$ cat config.mk
export PLATFORM = sky130hd
export DESIGN_NAME = alu_sched
export DESIGN_NICKNAME = d
export VERILOG_FILES = /design/src/rtl/alu_sched.sv
export SDC_FILE = /design/constraint.sdc
export NUM_CORES = 1
export LEC_CHECK = 0
export ABC_AREA = 1
export BUFFER_PORTS_ARGS = -buffer_cell sky130_fd_sc_hd__buf_4
export CAP_MARGIN = 20
export CORE_ASPECT_RATIO = 0.75
export CORE_MARGIN = 2
export CORE_UTILIZATION = 56
export CTS_CLUSTER_SIZE = 24
export DETAILED_ROUTE_END_ITERATION = 10
export PLACE_DENSITY = 0.93
export SKIP_LAST_GASP = 1
export SLEW_MARGIN = 25
export SYNTH_ARGS = -nofsm -noshare
export SYNTH_HDL_FRONTEND = slang
export SYNTH_SLANG_ARGS = --single-unit
export TNS_END_PERCENT = 100
$ cat constraint.sdc
create_clock -name clk -period 1.7 [get_ports clk]
set_input_delay 0.085 -clock clk [delete_from_list [all_inputs] [get_ports clk]]
set_output_delay 0.085 -clock clk [all_outputs]
set_load 0.01 [all_outputs]
$ cat src/rtl/alu_sched.sv
// Two-requester, single-issue 4-bit ALU scheduler with a multi-cycle serial shifter.
// Define ALU_SCHED_ROUND_ROBIN_EN for round-robin arbitration; the default is fixed priority with requester 0 winning.
module alu_sched (
  input  logic       clk,
  input  logic       rst_n,
  input  logic       req0_valid,
  output logic       req0_ready,
  input  logic [3:0] req0_a,
  input  logic [3:0] req0_b,
  input  logic [3:0] req0_op,
  input  logic       req1_valid,
  output logic       req1_ready,
  input  logic [3:0] req1_a,
  input  logic [3:0] req1_b,
  input  logic [3:0] req1_op,
  output logic       rsp_valid,
  input  logic       rsp_ready,
  output logic       rsp_id,
  output logic [7:0] rsp_result,
  output logic       rsp_err
);

  localparam logic [3:0] OP_ADD = 4'b0000;
  localparam logic [3:0] OP_SUB = 4'b1000;
  localparam logic [3:0] OP_AND = 4'b0011;
  localparam logic [3:0] OP_OR  = 4'b0100;
  localparam logic [3:0] OP_XOR = 4'b0111;
  localparam logic [3:0] OP_GT  = 4'b0110;
  localparam logic [3:0] OP_LT  = 4'b0010;
  localparam logic [3:0] OP_SHL = 4'b0001;
  localparam logic [3:0] OP_SHR = 4'b0101;

  typedef enum logic [1:0] {IDLE, EXEC, SHIFT, RESP} state_t;

  typedef struct packed {
    logic [3:0] op;
    logic [3:0] a;
    logic [3:0] b;
  } req_t;

  state_t     state_q, state_d;
  req_t [1:0] req_in;
  req_t       req_q;
  logic       id_q;
  logic [7:0] acc_q;
  logic [3:0] cnt_q;
  logic       err_q;
  logic       grant;
  logic       accept;
  logic       is_shift;
  logic [7:0] alu_res;
  logic       alu_err;

  assign req_in[0] = '{op: req0_op, a: req0_a, b: req0_b};
  assign req_in[1] = '{op: req1_op, a: req1_a, b: req1_b};

`ifdef ALU_SCHED_ROUND_ROBIN_EN
  // prio_q names the requester that wins a tie: the one not served last.
  logic prio_q;

  assign grant = (req0_valid && req1_valid) ? prio_q : req1_valid;

  always_ff @(posedge clk) begin
    if (!rst_n)      prio_q <= 1'b0;
    else if (accept) prio_q <= ~grant;
  end
`else
  assign grant = req1_valid & ~req0_valid;
`endif

  assign is_shift = (req_q.op == OP_SHL) || (req_q.op == OP_SHR);

  // Shift ops only seed the accumulator here; SHIFT walks it one bit per cycle.
  always_comb begin
    alu_res = 8'd0;
    alu_err = 1'b0;
    case (req_q.op)
      OP_ADD:         alu_res = {4'd0, req_q.a} + {4'd0, req_q.b};
      OP_SUB:         alu_res = {4'd0, req_q.a} - {4'd0, req_q.b};
      OP_AND:         alu_res = {4'd0, req_q.a & req_q.b};
      OP_OR:          alu_res = {4'd0, req_q.a | req_q.b};
      OP_XOR:         alu_res = {4'd0, req_q.a ^ req_q.b};
      OP_GT:          alu_res = {7'd0, req_q.a > req_q.b};
      OP_LT:          alu_res = {7'd0, req_q.a < req_q.b};
      OP_SHL, OP_SHR: alu_res = {4'd0, req_q.a};
      default:        alu_err = 1'b1;
    endcase
  end

  always_comb begin
    state_d    = state_q;
    req0_ready = 1'b0;
    req1_ready = 1'b0;
    case (state_q)
      IDLE: begin
        req0_ready = rst_n & req0_valid & ~grant;
        req1_ready = rst_n & req1_valid & grant;
        if (req0_ready || req1_ready) state_d = EXEC;
      end
      EXEC:    state_d = (is_shift && req_q.b != 4'd0) ? SHIFT : RESP;
      SHIFT:   if (cnt_q == 4'd1) state_d = RESP;
      RESP:    if (rsp_ready) state_d = IDLE;
      default: state_d = IDLE;
    endcase
  end

  assign accept     = req0_ready | req1_ready;
  assign rsp_valid  = (state_q == RESP);
  assign rsp_id     = id_q;
  assign rsp_result = acc_q;
  assign rsp_err    = err_q;

  always_ff @(posedge clk) begin
    if (!rst_n) begin
      state_q <= IDLE;
      req_q   <= '0;
      id_q    <= 1'b0;
      acc_q   <= 8'd0;
      cnt_q   <= 4'd0;
      err_q   <= 1'b0;
    end else begin
      state_q <= state_d;
      case (state_q)
        IDLE: if (accept) begin
          req_q <= req_in[grant];
          id_q  <= grant;
        end
        EXEC: begin
          acc_q <= alu_res;
          err_q <= alu_err;
          cnt_q <= req_q.b;
        end
        SHIFT: begin
          acc_q <= (req_q.op == OP_SHR) ? (acc_q >> 1) : (acc_q << 1);
          cnt_q <= cnt_q - 4'd1;
        end
        default: ;
      endcase
    end
  end

endmodule

==> qor.csv <==
stage,metric,value,unit
clocking,ctsLongestPathBuffers,2,
timing,hold_viol_final,0,
critical_path,reg2reg_from,req_q[4],
synth,yosysUniqueCellTypes,34,
timing,setup_viol,0,
floorplanning,core-area,0.00368,mm^2
synth,yosys_register_bits,28,
pwr,p_per_area,1360,mW/mm^2
pwr,p_leak,1.36,nW
synth,yosysTopAreaCell,dfxtp_1,
route,dr.first_iter.drc_count,227,
global_routing,grt_max_degree,27,
critical_path,critical_path_class,reg2reg,
synth,syn-instance-count,329,
global_routing,busiest_layer,met2,
final_layout,final_common_cell,nand2_1,
floorplanning,ioPinCount,42,
global_routing,grt_pass1_wl,9750,um
global_routing,antenna_found_initial,0,
clocking,post_cts_buffers,0,
critical_path,worstRegToRegCells,11,
final_layout,antenna_cells,0,
route,vias,2432,
global_routing,grt_overflow,0,
pwr,ir_drop,0.00115,V
critical_path,crit_required,1930,ps
clocking,path_clk_slew,100,ps
critical_path,crit_path_start_kind,flop,
floorplanning,core.rowCount,19,
critical_path,slowest_stage,dfxtp_2,
critical_path,worst_r2r_endpoint,rsp_result[7],
worst_hold_path,holdPathStages,3,
final_layout,post-route-cell-area,0.00275,mm^2
timing,finalCriticalPeriod,1650,ps
placed_design,gp_congestion,1.00,
timing,drv_slew,0,
pwr,swShare,45.4,%
floorplanning,start_util,58.6,%
critical_path,end_kind,flop,
final_layout,layout-drive-gt1-share,25.8,%
route,viasPerCell,5.58,
timing,finClkSkew,4.87,ps
timing,clock.fmax,0.605,GHz
placed_design,dp_cells,431,
timing,worst_slack,47.8,ps
status,outcome,finished clean,
placed_design,placed_area,0.00263,mm^2
route,ant_nets,0,
pwr,seq_power_share,26.9,%
final_layout,num-nets-final,434,
final_layout,areaGrowthSynthToFinish,27.3,%
floorplanning,die_h,57.8,um
synth,synth_top_area_share,25.9,%
pwr,p_int,2.05,mW
placed_design,dp_hpwl,4640,um
clocking,htreeDepth,1,
worst_hold_path,holdCritStartpoint,req1_op[1],
synth,yosysSeqAreaShare,25.9,%
critical_path,worstPathCellList,"inv_2, ha_2, inv_2, fa_2, nand2_1, nand2_1, nand2_1, nand4_1, nand3_1, o211ai_1, inv_1",
critical_path,crit_path_frequent_cell,nand2_1,
timing,slew_headroom,73.2,%
critical_path,crit_fanout,4,
global_routing,grt_pass1_vias,2138,
global_routing,grt_util_met3,5.04,%
global_routing,grt_use_met2,45.2,%
synth,yosysWarnings,0,
clocking,root_buffer,clkbuf_8,
timing,hold_slack,65.2,ps
timing,setup_tns,0,ps
clocking,insertion_delay,280,ps
floorplanning,dieArea,0.00438,mm^2
timing,worst_pin_slew,401,ps
pwr,p_sw,1.70,mW
placed_design,place_ws,-59.9,ps
synth,synth.avg_cell_area,6.57,um^2
route,wire_per_inst,13.9,um
route,drc_errors,0,
synth,syn-cell-area,0.00216,mm^2
pwr,power_frac_clock,14.4,%
synth,synth.net_count,378,
final_layout,fin_cells,436,
floorplanning,die_w,75.7,um
placed_design,port_buffers,41,
global_routing,track_usage,28.7,%
worst_hold_path,hold_path.class,in2reg,
final_layout,fillers,263,
critical_path,cp_num_buf_inv,3,
global_routing,use_met1,40.6,%
job,maxCapViolations,0,
worst_hold_path,holdPathEnd,req_q[9],
route,first_pass_iters,5,
pwr,comb_power_share,58.7,%
critical_path,worstPathArrival,1890,ps
critical_path,critPathTopFamily,adder cells,
timing,post-route-period-util,97.2,%
clocking,cts_sinks,28,
critical_path,cpPeakStageDelay,350,ps
synth,yosys-top-cells-area,"dfxtp_1, nand2_1, ha_1",
route,finalWirelength,6040,um
clocking,cts_buffers,3,
clocking,cts_tree,built,
critical_path,cp-startpoint,req_q[4],
critical_path,reg2reg_setup_slack,50,ps
final_layout,mostFrequentLayoutCells,"nand2_1, buf_4, inv_1",
## cells by family after synthesis
family | count (synthesis) | synth area share, %
buffers and inverters | 62 | 11.5
XOR/XNOR | 3 | 1.22
AND/OR/NAND/NOR | 144 | 30.6
AO/OA/AOI/OAI | 72 | 18.5
adder cells (fa/ha/maj) | 20 | 12.3
flip-flops | 28 | 25.9
## layout make-up
| cell class | count | area, um^2 | area share (%) |
|---|---|---|---|
| clock buffers | 3 | 41.3 | 1.50 |
| repair inverters | 1 | 5.00 | 0.182 |
| inverters | 51 | 199 | 7.23 |
| well taps | 52 | 65.1 | 2.36 |
| repair buffers | 61 | 458 | 16.6 |
| flip-flops and latches | 28 | 563 | 20.5 |
| multi-input cells | 239 | 1390 | 50.5 |
| clock inverters | 1 | 30.0 | 1.09 |
## flip-flops by register name (all words and copies together) (netlist names)
register    flops
rsp_err         1
cnt_q           4
rsp_id          1
req_q          12
rsp_result      8
state_q         2
## cells in the mapped netlist
library cell,number
nor2_2,4
nor2_1,17
inv_4,1
nand4_1,6
and2_0,1
a22oi_1,1
nand2_1,79
nand3b_1,1
a211oi_1,1
dfxtp_1,28
o211ai_1,1
o221ai_1,1
xor2_1,2
a21boi_0,1
buf_2,4
inv_2,4
clkinv_2,1
a21oi_2,2
a21oi_1,16
nand3_4,1
o22ai_1,1
a31oi_1,13
fa_1,2
buf_6,1
nand2_2,3
o21ai_1,18
nor2_4,2
nand3_1,29
nor2_8,1
clkbuf_1,6
xnor2_1,1
ha_1,18
o21ai_0,17
inv_1,45
## worst max-delay path by stage
stage	slack (ps)	cells after the start	to
after floorplan	150	9	rsp_result[2]
after global placement	70	11	rsp_result[7]
after detailed placement	-60	8	req_q[5]
after CTS	1	11	rsp_result[7]
after global routing	-40	11	rsp_result[4]
final	50	11	rsp_result[7]
## per-layer routing
metal	up-vias	share of wire, %	wire length, um
li1	1190	-	-
met1	1088	44	2670
met2	135	45	2690
met3	19	8.5	516
met4	0	2.7	163
met5	-	0	0
## power by group through the flow
stage / Clock [mW] / Sequential, mW / Combinational, mW
2_1_floorplan: 0 / 1.03 / 1.34
3_5_place_dp: 0 / 1.01 / 2.06
5_1_grt: 0.573 / 1.03 / 2.45
4_1_cts: 0.543 / 0.999 / 2.09
3_3_place_gp: 0 / 1.00 / 1.99
6_report: 0.540 / 1.01 / 2.20
## tightest hold or removal path: stages
cell and delay [ps]:
buf_4 100, nand2_1 50, a31oi_1 70
## metrics by stage
stage,power (mW),util (%)
after floorplan,2.36,-
after global placement,2.99,71.4
after detailed placement,3.07,71.4
after CTS,3.64,73.6
after global routing,4.05,74.7
final,3.75,74.7
## timing repair
item,4_1_cts,5_1_grt
gates resized for setup,2,15
gates cloned,1,0
pin swaps,1,2
endpoints found under the setup margin,13,16
hold buffers,0,0
(Power assumes the default switching activity.)
